==> config.mk <==
export PLATFORM = sky130hd
export DESIGN_NAME = btn_debounce_sync
export DESIGN_NICKNAME = d
export VERILOG_FILES = /design/src/rtl/btn_debounce_sync.sv
export SDC_FILE = /design/constraint.sdc
export NUM_CORES = 1
export LEC_CHECK = 0
export ABC_AREA = 1
export CAP_MARGIN = 30
export CELL_PAD_IN_SITES_DETAIL_PLACEMENT = 0
export CELL_PAD_IN_SITES_GLOBAL_PLACEMENT = 1
export CORE_MARGIN = 4
export CORE_UTILIZATION = 50
export DETAILED_ROUTE_END_ITERATION = 10
export GPL_TIMING_DRIVEN = 0
export PLACE_DENSITY = 0.89
export SYNTH_ARGS = -nofsm -noshare
export SYNTH_HDL_FRONTEND = slang
export SYNTH_SLANG_ARGS = --single-unit
export TNS_END_PERCENT = 30
==> constraint.sdc <==
create_clock -name clk -period 4.6 [get_ports clk]
set_input_delay 0.69 -clock clk [delete_from_list [all_inputs] [get_ports clk]]
set_output_delay 0.69 -clock clk [all_outputs]
set_load 0.02 [all_outputs]
==> src/rtl/btn_debounce_sync.sv <==
// btn_debounce_sync: synchronises raw asynchronous button/switch levels and
// debounces them, giving a clean level plus one-cycle rise/fall pulses per channel.
// Latency: CNT_MAX+2 clk edges from the first sampling edge to the btn_db change.
// Backpressure: none. Outputs are valid every cycle.
// Optional macro DEBOUNCE_TOGGLE_EN adds btn_tgl, a per-channel toggle that
// flips on each accepted press.
//
// Ports:
//   clk      - system clock
//   reset    - synchronous, active-high reset
//   btn_in   - raw asynchronous levels, WIDTH channels
//   btn_db   - debounced level per channel
//   btn_rise - one-cycle pulse when btn_db goes 0->1
//   btn_fall - one-cycle pulse when btn_db goes 1->0
//   btn_tgl  - toggle state per channel (DEBOUNCE_TOGGLE_EN only)
module btn_debounce_sync #(
  parameter int WIDTH   = 2,
  parameter int CNT_MAX = 1000000
) (
  input  logic             clk,
  input  logic             reset,
  input  logic [WIDTH-1:0] btn_in,
  output logic [WIDTH-1:0] btn_db,
  output logic [WIDTH-1:0] btn_rise,
  output logic [WIDTH-1:0] btn_fall
`ifdef DEBOUNCE_TOGGLE_EN
  ,
  output logic [WIDTH-1:0] btn_tgl
`endif
);

  localparam int CW = (CNT_MAX > 1) ? $clog2(CNT_MAX) : 1;
  localparam logic [CW-1:0] CNT_LAST = CW'(CNT_MAX - 1);

  logic [WIDTH-1:0] s1;
  logic [WIDTH-1:0] s2;
  logic [CW-1:0]    cnt [WIDTH];
  logic [WIDTH-1:0] differ;
  logic [WIDTH-1:0] accept;

  // Two-flop synchroniser; only s2 is used downstream.
  always_ff @(posedge clk) begin
    if (reset) begin
      s1 <= '0;
      s2 <= '0;
    end else begin
      s1 <= btn_in;
      s2 <= s1;
    end
  end

  // A channel accepts its new level once it has disagreed with btn_db for
  // CNT_MAX consecutive edges (counter held at CNT_LAST on the last one).
  always_comb begin
    differ = s2 ^ btn_db;
    accept = '0;
    for (int i = 0; i < WIDTH; i++) begin
      accept[i] = differ[i] && (cnt[i] == CNT_LAST);
    end
  end

  // Stable-time counters. Any agreement (bounce back) restarts from zero, and
  // acceptance also returns to zero, so the counter never wraps.
  always_ff @(posedge clk) begin
    for (int i = 0; i < WIDTH; i++) begin
      if (reset) begin
        cnt[i] <= '0;
      end else if (!differ[i] || accept[i]) begin
        cnt[i] <= '0;
      end else begin
        cnt[i] <= cnt[i] + 1'b1;
      end
    end
  end

  // Level and edge pulses are registered together, so each pulse coincides
  // with the btn_db change and lasts exactly one cycle.
  always_ff @(posedge clk) begin
    if (reset) begin
      btn_db   <= '0;
      btn_rise <= '0;
      btn_fall <= '0;
    end else begin
      btn_db   <= btn_db ^ accept;
      btn_rise <= accept & s2;
      btn_fall <= accept & ~s2;
    end
  end

`ifdef DEBOUNCE_TOGGLE_EN
  // Flips on the same edge that raises btn_rise.
  always_ff @(posedge clk) begin
    if (reset) begin
      btn_tgl <= '0;
    end else begin
      btn_tgl <= btn_tgl ^ (accept & s2);
    end
  end
`endif

endmodule

==> out/qor.yml <==
status: "finished, final reports clean"
fillerInstances: 539
fin_crit_sh_pct: 43.3
cts_buffers: 5
synthesis.area_per_instance_sq_um: 8.10
multi_input_comb_area_sq_um: 1430
ctsLongestPathBuffers: 2
ant_nets: 0
nature_of_the_critical_path_endpoint: "output pin"
fin_worst_hold_slack_ps: 404
number_of_vias_after_detailed_routing: 2192
crit_path_top_delay_cell: "sky130_fd_sc_hd__clkdlybuf4s50_1"
synth_largest_area_cell: "sky130_fd_sc_hd__edfxtp_1"
gp_congestion: 0.855
synth_top_area_share_pct: 42.2
syn_inst: 351
coreArea_sq_um: 5510
largest_family_of_logic_cells_by_synthesized_area: "simple AND/OR/NAND/NOR gates"
totalWireLength_um: 5210
min_from: "s1[0]"
clock_tree.root_cell: "sky130_fd_sc_hd__clkbuf_8"
final_routed_drc_violation_total: 0
cp_max_fo: 3
clock-skew-final_ps: 9.56
worstPathCellList: "clkdlybuf4s50_1"
dp.cells: 471
setup_violations: 0
initial_core_util_pct: 51.6
post_synthesis_simple_gate_area_fraction_pct: 34.0
first_pass_grt_wire_length_um: 9770
synth_ff_type: "sky130_fd_sc_hd__edfxtp_1"
vias_per_cell: 4.58
numClockSinks: 50
worst-endpoint-arrival_ps: 1300
area_delta_synth_final_pct: 14.3
numPortBuffers: 9
num_antenna_cells: 0
wl_per_cell_um: 10.9
clock_insertion_delay_worst_skew_ps: 290
seq_area_sq_um: 1400
unrepaired_setup_endpoints_after_global_routing: "false"
total_number_of_placement_rows: 27
post_layout_nonfiller_instances: 479
global_route.usage.total_pct: 17.1
cts_post_setup_buffers_inserted: 0
crit_path_start_kind: "register"
synth_edf_count: 40
critPathMaxStageDelay_ps: 620
synth_seq_area_share_pct: 49.3
top_cells_by_instance_count_after_synthesis: "91 x sky130_fd_sc_hd__nor2_1, 76 x sky130_fd_sc_hd__nand2_1, 40 x sky130_fd_sc_hd__edfxtp_1, 38 x sky130_fd_sc_hd__inv_1, 20 x sky130_fd_sc_hd__nand3_1"
design.portCount: 10
worst-path-buf-inv: 1
peakVddDrop_mv: 0.129
synth-compound-area-share_pct: 2.90
synth_warn: 0
synth_xor_xnor_area_share_pct: 7.08
path_delay_family: "buffers and inverters"
power_per_cell_area_nw_per_um2: 249
arithmetic_cell_share_of_the_synthesized_area_counting_full_adders_half_adders_and_majority_gates_pct: 0.880
clock_edge_transition_at_the_registers_on_the_reported_setup_and_hold_paths_ps: 80
dieArea_sq_um: 6960
synth_seq_cells: 50
tns_ps: 0
period_minus_slack_ps: 1990
antenna_violations_before_repair: 0
design_power_total_uw: 810
deepest_level_of_the_cts_h_tree: 2
synth_cell_type_count: 26
netlist_area_sq_um: 2840
report.final.hold_viol_count: 0
p_leak_uw: 0.00122
cts_repair_resize_count: 0
cts_tree: "yes"
first_iter_violations: 94
postSynth.asyncResetShare_pct: 0
grt-ovfl-total: 0
timing.hold.worst.class: "reg -> reg"
detailedPlacementHpwl_um: 4120
yosys-top-cells-area: "sky130_fd_sc_hd__edfxtp_1 42%, sky130_fd_sc_hd__nor2_1 12%, sky130_fd_sc_hd__nand2_1 10%, sky130_fd_sc_hd__dfxtp_1 7.0%, sky130_fd_sc_hd__inv_1 5.0%"
die_height_um: 83.4
synthMuxAreaShare_pct: 0
synth_most_common_cell: "sky130_fd_sc_hd__nor2_1"
firstDrtPassIters: 4
setup.worst_path.class: "reg -> out"
timing.rr.start: "cnt[1][0]"
nets: 412
crit_required_ps: 3910
number_of_global_route_vias_before_repair: 2273
maxCapViolCount: 0
pin_count_of_the_biggest_net_entering_global_routing: 15
drive_above_1_share_pct: 5.90
post_cts_hold_buffer_count: 0
max_freq_mhz: 503
dieWidth_um: 83.4
count_of_final_max_slew_check_failures: 0
## cells by family after synthesis
logic type      after synthesis
other cells                   1
compound gates               16
flops                        50
buf+inv                      41
xor+xnor                     23
fa+ha+maj                     2
simple gates                218
## sequential cells by signal, indices dropped and copies added (netlist names), named ones only
name / flops
btn_rise: 2
s2: 2
s1: 2
btn_fall: 2
cnt: 40
## final timing paths
| kind | end | slack, ps | depth (start not counted) |
|---|---|---|---|
| worst min register to register | s2[0] | 400 | 2 |
| worst min-delay path | s2[0] | 400 | 2 |
| worst max-delay path | btn_db[1] | 2610 | 1 |
| worst max register to register | cnt[1][14] | 2860 | 7 |
## tightest hold or removal path: stages, from the launching register on
cell and delay [ps]:
sky130_fd_sc_hd__dfxtp_1 300, sky130_fd_sc_hd__inv_1 40, sky130_fd_sc_hd__nor2_1 30
## stage by stage
step / utilization [%] / setup WS, ps / cell area, sq um
6_report: 59.0 / 2610 / 3250
5_1_grt: 59.0 / 2550 / 3250
4_1_cts: 59.0 / 2590 / 3250
3_5_place_dp: 57.6 / 2450 / 3170
3_3_place_gp: 57.6 / 2500 / 3170
2_1_floorplan: - / 3090 / 2990
## cells in the final DEF (no fill, tap or decap), types with 3 or more instances in the layout
cell	synthesis	final
sky130_fd_sc_hd__nand4_1	7	7
sky130_fd_sc_hd__clkbuf_8	0	5
sky130_fd_sc_hd__nor3_1	5	5
sky130_fd_sc_hd__edfxtp_1	40	40
sky130_fd_sc_hd__clkdlybuf4s50_1	0	9
sky130_fd_sc_hd__nand2_1	76	76
sky130_fd_sc_hd__clkbuf_1	0	3
sky130_fd_sc_hd__nand2_2	5	5
sky130_fd_sc_hd__dfxtp_1	10	10
sky130_fd_sc_hd__inv_1	38	38
sky130_fd_sc_hd__xor2_1	9	9
sky130_fd_sc_hd__xnor2_1	14	14
sky130_fd_sc_hd__nand3_1	20	20
sky130_fd_sc_hd__a21oi_1	14	14
sky130_fd_sc_hd__conb_1	1	40
sky130_fd_sc_hd__nor2_1	91	91
sky130_fd_sc_hd__nor2_4	5	5
## where the power goes
group,switching (uW),internal [uW],leakage [uW],total [uW]
Sequential,19.0,504,0.000494,523
Combinational,28.6,17.2,0.000686,45.8
Clock,133,108,0.0000395,241
## final cells by class
cell class | count | area share, %
multi-input cells | 299 | 43.8
well taps | 72 | 2.77
plain buffers | 3 | 0.654
flip-flops and latches | 50 | 43.1
inverters | 38 | 4.39
clock buffers | 8 | 2.46
repair buffers | 9 | 2.77
## metal layers
| metal | vias to the layer above | global-route usage, % | share of wire [%] | wire, um |
|---|---|---|---|---|
| met5 | - | 0 | 0 | 0 |
| met4 | 0 | 6.29 | 2.4 | 127 |
| met3 | 11 | 3.08 | 1.3 | 69 |
| met2 | 13 | 31.8 | 51 | 2680 |
| met1 | 977 | 19.5 | 45 | 2340 |
| li1 | 1191 | - | - | - |
(Power assumes the default switching activity.)
